**config.mk**
```make
export PLATFORM = sky130hd
export DESIGN_NAME = fsm_rr_scheduler
export DESIGN_NICKNAME = d
export VERILOG_FILES = /design/src/rtl/fsm_rr_scheduler_pkg.sv /design/src/rtl/fsm_rr_scheduler_step_engine.sv /design/src/rtl/fsm_rr_scheduler.sv
export SDC_FILE = /design/constraint.sdc
export NUM_CORES = 1
export LEC_CHECK = 0
export CAP_MARGIN = 20
export CORE_MARGIN = 8
export CORE_UTILIZATION = 54
export DETAILED_ROUTE_END_ITERATION = 10
export PLACE_DENSITY = 0.9
export SYNTH_ARGS = -nofsm -noshare
export SYNTH_HDL_FRONTEND = slang
export SYNTH_HIERARCHICAL = 1
export SYNTH_SLANG_ARGS = --single-unit
```
**constraint.sdc**
```tcl
create_clock -name clk -period 2.7 [get_ports clk]
set_input_delay 0.675 -clock clk [delete_from_list [all_inputs] [get_ports clk]]
set_output_delay 0.675 -clock clk [all_outputs]
set_load 0.005 [all_outputs]
```
**src/rtl/fsm_rr_scheduler_pkg.sv**
```systemverilog
// Shared types and the round-robin selection helper for the scheduler.
package fsm_sched_pkg;

    typedef enum logic [1:0] {
        IDLE = 2'd0,
        RUN  = 2'd1,
        REL  = 2'd2
    } state_t;

    localparam int MAX_REQ = 16;
    localparam int MAX_IW  = 4;
    localparam int JW      = MAX_IW + 1;

    typedef struct packed {
        logic              valid;
        logic [MAX_IW-1:0] idx;
    } pick_t;

    // First set bit of req at or above ptr, wrapping at n requesters.
    function automatic pick_t rr_pick(input logic [MAX_REQ-1:0] req,
                                      input logic [MAX_IW-1:0]  ptr,
                                      input int                 n);
        pick_t          pick;
        logic [JW-1:0]  j;
        pick.valid = 1'b0;
        pick.idx   = '0;
        for (int i = 0; i < MAX_REQ; i++) begin
            j = {1'b0, ptr} + JW'(i);
            j = (j >= JW'(n)) ? (j - JW'(n)) : j;
            if ((i < n) && !pick.valid && req[j[MAX_IW-1:0]]) begin
                pick.valid = 1'b1;
                pick.idx   = j[MAX_IW-1:0];
            end
        end
        return pick;
    endfunction

endpackage

```
**src/rtl/fsm_rr_scheduler_step_engine.sv**
```systemverilog
// Shared sequence engine: counts owner beats and beat-free cycles.
module fsm_step_engine #(
    parameter int STEPS   = 3,
    parameter int TIMEOUT = 16
) (
    input  logic clk,
    input  logic sync_rst,
    input  logic clear,
    input  logic beat,
    output logic last_beat,
    output logic timeout
);

    localparam int CW = $clog2(STEPS + 1);
    localparam int TW = $clog2(TIMEOUT + 1);

    logic [CW-1:0] count_r;
    logic [TW-1:0] timer_r;

    // Beat counter holds on idle cycles; timer restarts on every beat.
    always_ff @(posedge clk) begin
        if (sync_rst || clear) begin
            count_r <= '0;
            timer_r <= '0;
        end else if (beat) begin
            count_r <= count_r + CW'(1);
            timer_r <= '0;
        end else begin
            timer_r <= timer_r + TW'(1);
        end
    end

    assign last_beat = beat && (count_r == CW'(STEPS - 1));
    assign timeout   = !beat && (timer_r == TW'(TIMEOUT - 1));

endmodule

```
**src/rtl/fsm_rr_scheduler.sv**
```systemverilog
// Round-robin arbiter granting one shared step engine to one requester at a time.
module fsm_rr_scheduler
    import fsm_sched_pkg::*;
#(
    parameter int NUM_REQ = 4,
    parameter int STEPS   = 3,
    parameter int TIMEOUT = 16
) (
    input  logic                       clk,
    input  logic                       sync_rst,
    input  logic [NUM_REQ-1:0]         req,
    input  logic [NUM_REQ-1:0]         in_vec,
    output logic [NUM_REQ-1:0]         grant,
    output logic                       busy,
    output logic                       done_pulse,
    output logic                       abort_pulse,
    output logic [$clog2(NUM_REQ)-1:0] done_id
);

    localparam int IW = $clog2(NUM_REQ);

    state_t             state_r;
    logic [IW-1:0]      owner_r;
    logic [IW-1:0]      ptr_r;
    logic [IW-1:0]      next_ptr_s;
    logic [MAX_REQ-1:0] req_pad_s;
    pick_t              pick_s;
    logic               owner_req_s;
    logic               beat_s;
    logic               clear_s;
    logic               last_beat_s;
    logic               timeout_s;

    // Arbitration pick and owner-routed engine controls.
    always_comb begin
        req_pad_s                = '0;
        req_pad_s[NUM_REQ-1:0]   = req;
        pick_s                   = rr_pick(req_pad_s, MAX_IW'(ptr_r), NUM_REQ);
        owner_req_s              = req[owner_r];
        next_ptr_s               = (owner_r == IW'(NUM_REQ - 1)) ? '0 : (owner_r + IW'(1));
        beat_s                   = 1'b0;
        clear_s                  = 1'b0;
        case (state_r)
            IDLE:    clear_s = pick_s.valid;
            RUN:     beat_s  = owner_req_s && in_vec[owner_r];
            default: begin
                beat_s  = 1'b0;
                clear_s = 1'b0;
            end
        endcase
    end

    fsm_step_engine #(
        .STEPS   (STEPS),
        .TIMEOUT (TIMEOUT)
    ) u_engine (
        .clk       (clk),
        .sync_rst  (sync_rst),
        .clear     (clear_s),
        .beat      (beat_s),
        .last_beat (last_beat_s),
        .timeout   (timeout_s)
    );

    // Scheduler FSM with registered grant, status and event outputs.
    always_ff @(posedge clk) begin
        if (sync_rst) begin
            state_r     <= IDLE;
            owner_r     <= '0;
            ptr_r       <= '0;
            grant       <= '0;
            busy        <= 1'b0;
            done_pulse  <= 1'b0;
            abort_pulse <= 1'b0;
            done_id     <= '0;
        end else begin
            case (state_r)
                IDLE: begin
                    done_pulse  <= 1'b0;
                    abort_pulse <= 1'b0;
                    if (pick_s.valid) begin
                        state_r <= RUN;
                        owner_r <= IW'(pick_s.idx);
                        grant   <= NUM_REQ'(1'b1) << IW'(pick_s.idx);
                        busy    <= 1'b1;
                    end else begin
                        state_r <= IDLE;
                        grant   <= '0;
                        busy    <= 1'b0;
                    end
                end
                RUN: begin
                    // Withdrawal outranks a coincident final beat.
                    if (!owner_req_s || last_beat_s || timeout_s) begin
                        state_r     <= REL;
                        grant       <= '0;
                        busy        <= 1'b0;
                        done_id     <= owner_r;
                        ptr_r       <= next_ptr_s;
                        done_pulse  <= owner_req_s && last_beat_s;
                        abort_pulse <= !(owner_req_s && last_beat_s);
                    end else begin
                        state_r <= RUN;
                    end
                end
                REL: begin
                    state_r     <= IDLE;
                    grant       <= '0;
                    busy        <= 1'b0;
                    done_pulse  <= 1'b0;
                    abort_pulse <= 1'b0;
                end
                default: begin
                    state_r     <= IDLE;
                    grant       <= '0;
                    busy        <= 1'b0;
                    done_pulse  <= 1'b0;
                    abort_pulse <= 1'b0;
                end
            endcase
        end
    end

endmodule

```
After elaboration in Yosys (flattened, before gate mapping) --
Index checks and enable logic that the tools add are counted.
Storage, ports and cells: register bits after elaboration 22, input bits 10, output and inout bits 9, word-level logic and storage cells 89
Cells by class: add/sub/neg operators 10, magnitude comparators 9, eq/ne operators 5, shift operators 1, multiplexer cells 32, bitwise gates (word level) 1, reduce and logical (&&, ||, !) cells 21
Operators by type and width (number):
- $mux W4 | 6
- $lt A4 B5 Y1 const B | 4
- $mux W5 | 4
- $bmux W1 S4 | 4
- $sub A3 B3 Y4 const B | 3
- $mux W1 | 11
- $ge A3 B3 Y1 const B | 3
- $pmux W4 S2 | 1
- $logic_and A1 B1 Y1 | 7
- $add A2 B2 Y3 const B | 2
- $logic_not A1 Y1 | 6
- $add A5 B1 Y5 const B | 1
- $eq A5 B4 Y1 const B | 1
- $add A2 B1 Y2 const B | 2
- $bmux W1 S2 | 2
- $eq A2 B2 Y1 const B | 2
- $mux W2 | 2
- $pmux W2 S2 | 1
- $reduce_and A2 Y1 | 2
- $reduce_or A2 Y1 | 2
- $shl A1 B2 Y4 const A | 1
- $sub A2 B3 Y4 const B | 1
- $add A2 B1 Y3 const B | 1
- $ge A2 B3 Y1 const B | 1
- 7 further kinds | 9

Depth between registers and ports, before layout --
word-level depth 17, depth in mapped cells 8, gate-level depth less buffers 8

Cells and area by module --
Netlist, hierarchy kept.
Modules (own cells, without submodules):
- fsm_rr_scheduler | instances 1, cells each 99, area each 1059.8 um^2, sequential area each 300.3 um^2
- fsm_step_engine | instances 1, cells each 31, area each 322.8 um^2, sequential area each 140.1 um^2

Worst setup path after synthesis --
Ideal clock, no wire load.
kind input to register, from input port req[3], to register done_id[0], library setup time 114 ps, arrival time 2419 ps, required time 2586 ps, setup slack 167 ps, cell stages on the path 8, buffers on the path 1, path through mux4_2 -> and4b_1 -> buf_6 -> and2_2 -> nor3b_1 -> nor3b_2 -> mux2i_1 -> nor2_1
On the way: word-level cells in the longest chain between the ends 8, elaborated cells on any way between the ends 11, classes of those cells mux: 3; reduce/logical: 8
RTL lines:
- start, declared | RTL line fsm_rr_scheduler.sv:11 | input logic [NUM_REQ-1:0] req,
- $bmux W1 S2 | RTL line fsm_rr_scheduler.sv:39 | owner_req_s = req[owner_r];
- $mux W1 (implied by the code) | RTL line fsm_rr_scheduler.sv:39
- $logic_and A1 B1 Y1 | RTL line fsm_rr_scheduler.sv:45 | RUN: beat_s = owner_req_s && in_vec[owner_r];
- $mux W1 | RTL line fsm_rr_scheduler.sv:43 | case (state_r)
- named net beat_s | RTL line fsm_rr_scheduler.sv:29 | logic beat_s;
- $logic_and A1 B1 Y1 | RTL line fsm_rr_scheduler_step_engine.sv:33 | assign last_beat = beat && (count_r == CW'(STEPS - 1));
- named net last_beat_s | RTL line fsm_rr_scheduler.sv:31 | logic last_beat_s;
- $logic_or A1 B1 Y1 (2 in a row) | RTL line fsm_rr_scheduler.sv:94 | if (!owner_req_s || last_beat_s || timeout_s) begin
- $reduce_and A2 Y1 (no source line)
- end signal, assigned | RTL line fsm_rr_scheduler.sv:98 | done_id <= owner_r;
- end, declared | RTL line fsm_rr_scheduler.sv:17 | output logic [$clog2(NUM_REQ)-1:0] done_id
The timed path passes the listed nets, and every way through them passes these cells. The select of a mux whose other input is x is not followed. A chain may end at the register's enable or synchronous reset.

Final worst setup path --
from input port req[1], to register grant[0]
On the way: word-level cells in the longest chain between the ends 15, elaborated cells on any way between the ends 32, classes of those cells eq/ne: 1; shift: 1; mux: 17; reduce/logical: 13
RTL lines:
- $bmux W1 S4 | RTL line fsm_rr_scheduler_pkg.sv:30 | if ((i < n) && !pick.valid && req[j[MAX_IW-1:0]]) begin
- $mux W1 (implied by the code) | RTL line fsm_rr_scheduler_pkg.sv:30
- $mux W5 | RTL line fsm_rr_scheduler_pkg.sv:30
- $logic_not A1 Y1 | RTL line fsm_rr_scheduler_pkg.sv:30
- $logic_and A1 B1 Y1 | RTL line fsm_rr_scheduler_pkg.sv:30
- $mux W5 | RTL line fsm_rr_scheduler_pkg.sv:30
- $logic_not A1 Y1 | RTL line fsm_rr_scheduler_pkg.sv:30
- $logic_and A1 B1 Y1 | RTL line fsm_rr_scheduler_pkg.sv:30
- $mux W5 | RTL line fsm_rr_scheduler_pkg.sv:30
- $logic_not A1 Y1 | RTL line fsm_rr_scheduler_pkg.sv:30
- $logic_and A1 B1 Y1 | RTL line fsm_rr_scheduler_pkg.sv:30
- $mux W5 | RTL line fsm_rr_scheduler_pkg.sv:30
- $shl A1 B2 Y4 | RTL line fsm_rr_scheduler.sv:84 | grant <= NUM_REQ'(1'b1) << IW'(pick_s.idx);
- $mux W4 | RTL line fsm_rr_scheduler.sv:81 | if (pick_s.valid) begin
- $pmux W4 S2 | RTL line fsm_rr_scheduler.sv:77 | case (state_r)
- end signal, assigned | RTL line fsm_rr_scheduler.sv:84
- end, declared | RTL line fsm_rr_scheduler.sv:13 | output logic [NUM_REQ-1:0] grant,
Several ways; a longest one is shown, not always the timed one. The select of a mux whose other input is x is not followed.

==> metrics <==
post-synthesis cell area=1380 µm²; critical path class=in -> reg; Routed Antenna Nets=0; Core Rows=18; RSZ-0062 raised after global routing=no; Worst Tran Pin Value=386 ps; Peak Freq=389 MHz; Lkg Pwr=0.000685 µW; largest net degree at the start of global routing=13; DP Wirelength=2410 µm; clock root cell=clkbuf_4; die width=66.6 µm; final wirelength=2930 µm; worst path bufs/invs=2; Arr. time, crit path=2800 ps; register area share after synthesis=31.9%; worst r2r dst=u_engine/timer_r[2]$_SDFF_PP0_; cell family with most CP delay=compound AO/OA/AOI/OAI gates; NumNets Final=186; Clock Skews=3.31 ps; FILL cells=177; cell at the slowest stage of the critical path=mux4_2; drt first pass iters=4; status=finished clean; number of global-route vias before repair=1,133; Tcrit/Tclk final=95.3%; Die Y=66.6 µm; num ports=19; Max Fanout on Critical Path=6; Async SR Flop Fraction=0%; GP Congestion=0.860; H-Tree Depth=1; Post-Layout Cell Count=197; initial core utilization=56.3%; Synth Net Count=148; clock latency on the worst-skew pair=310 ps; Post-CTS Setup Repair Bufs=0; final setup fails=0; final hold violations=0; CTS Buffer Depth=2; Hold WC Path Type=reg -> reg; #FFs+latches synth=22; post-route core utilization=71.3%; YS warnings=6; drt wl/cell=14.9 µm; Slew Limit Fails=0; DRC=0; Reg-to-Reg Start=ptr_r[0]$_SDFFE_PP0P_; crit path time final=2570 ps; layout cell share with drive strength beyond 1=31.7%; Crit. End Element=register; Critical Path Source Type=input pin; Sink Count=22; worst hold slack=488 ps; Area Growth Syn to Fin=26.5%; CTS clk-pin slew, worst paths=120 ps; Max stage delay on crit path=520 ps; DIE AREA=4440 µm²; Cells after Synth=130; Peak VDD IR=0.468 mV; CTS buffer count=3; prevailing post-synth register cell=dfxtp_1; total congestion overflow=0; Initial DRC Count=54; Slew headroom=74.2%; overall power=1290 µW; routed vias=1,170; first-pass GRT wire length=4950 µm; hold depth=2; Post-synth EDFFs=0; MaxCap Viol Count=0; post_cts resized=0; PwrDens=736 nW/µm²; ANT cells=0; CTS Hold Bufs=0; worst r2r path cells=7; Placed Instances=193; Min-Delay Startpoint=grant[2]$_SDFFE_PP0N_; antenna violations before repair=0; Vias per Instance=5.94; reg2reg setup slack=270 ps; number of I/O port buffers=18; Worst Path Required=2930 ps; syn_area_per_cell=10.6 µm²; core area=2450 µm²; CTS tree=built; crit path cell chain=clkdlybuf4s50_1, buf_4, mux4_2, nand3b_4, a2111oi_4, o32ai_1, o31ai_2; Tot GR Track Use=14.0%; worst hold endpoint=grant[2]$_SDFFE_PP0N_; Cell variety after synth=52
## kinds of logic after synthesis
group / Yosys count / synth area share [%]
adder cells (fa/ha/maj): 8 / 7.24
buffers and inverters: 13 / 5.25
flip-flops: 22 / 31.9
multiplexers: 16 / 16.5
AO/OA/AOI/OAI: 26 / 17.9
XOR/XNOR: 2 / 1.27
AND/OR/NAND/NOR: 43 / 20.0
## area by class of cell
class	count	area (µm²)	area share, %
multi-input cells	95	875	50.0
flip-flops and latches	22	440	25.2
repair buffers	37	325	18.6
well taps	30	37.5	2.15
clock buffers	4	36.3	2.07
inverters	9	35.0	2.00
## cell usage in the layout, fill, tap and decap left out, drive strengths merged, types with 3 or more instances in the layout
cell type,instances
a21oi,4
and2b,3
buf,19
clkbuf,4
clkdlybuf4s50,17
dfxtp,22
ha,8
inv,8
mux2,4
mux2i,7
mux4,5
nand2,7
nand3,3
nand3b,3
nor2,13
nor3b,3
## stage by stage
| step | setup slack (ps) | setup TNS, ps | instance area, µm² |
|---|---|---|---|
| after floorplan | 167 | 0 | 1380 |
| after global placement | -201 | -2130 | 1710 |
| after detailed placement | -309 | -3310 | 1710 |
| after CTS | 14.8 | 0 | 1740 |
| after global routing | 88.8 | 0 | 1750 |
| final | 128 | 0 | 1750 |
## where the power goes
| part | switching (µW) | internal (µW) |
|---|---|---|
| registers | 64.0 | 383 |
| clock network | 96.3 | 82.4 |
| logic | 312 | 350 |
| total | 473 | 815 |
## synthesized netlist by cell type (3+ instances only)
library cell   n  area share (%)
mux4_2         5             8.1
mux2_2         3             2.4
ha_1           8             7.2
nor2_1        10             2.7
inv_1          8             2.2
a21oi_1        3             1.1
mux2i_1        7             5.1
nand2_1        7             1.9
nor2_2         3             1.4
dfxtp_1       22              32
## worst max path at each step
stage / startpoint / depth (start not counted) / slack [ps] / endpoint
after floorplan: req[3] / 8 / 170 / done_id[0]$_SDFFE_PP0P_
after global placement: req[0] / 9 / -200 / done_id[1]$_SDFFE_PP0P_
after detailed placement: req[0] / 9 / -310 / ptr_r[1]$_SDFFE_PP0P_
after CTS: req[0] / 9 / 10 / done_id[0]$_SDFFE_PP0P_
after global routing: req[3] / 9 / 90 / done_id[0]$_SDFFE_PP0P_
final: req[1] / 7 / 130 / grant[0]$_SDFFE_PP0N_
## state kept, by name, summed over array words and instances, names as in the netlist
signal and cells:
u_engine/timer_r 5, grant 4, done_id 2, owner_r 2, ptr_r 2, state_r 2, u_engine/count_r 2, abort_pulse 1
busy 1, done_pulse 1
## worst min-delay path, cell delays in order, from the launching register on
cell and delay (ps):
dfxtp_1 330, nand2_1 60, o31ai_1 60
## per-layer routing
layer,track usage (%),up-vias,wire length [µm]
met5,0,-,0
met4,2.67,0,7
met3,4.87,2,231
met2,24.1,40,1420
met1,16.4,561,1260
li1,-,567,-
No activity file was read; power rests on OpenSTA's default activity.
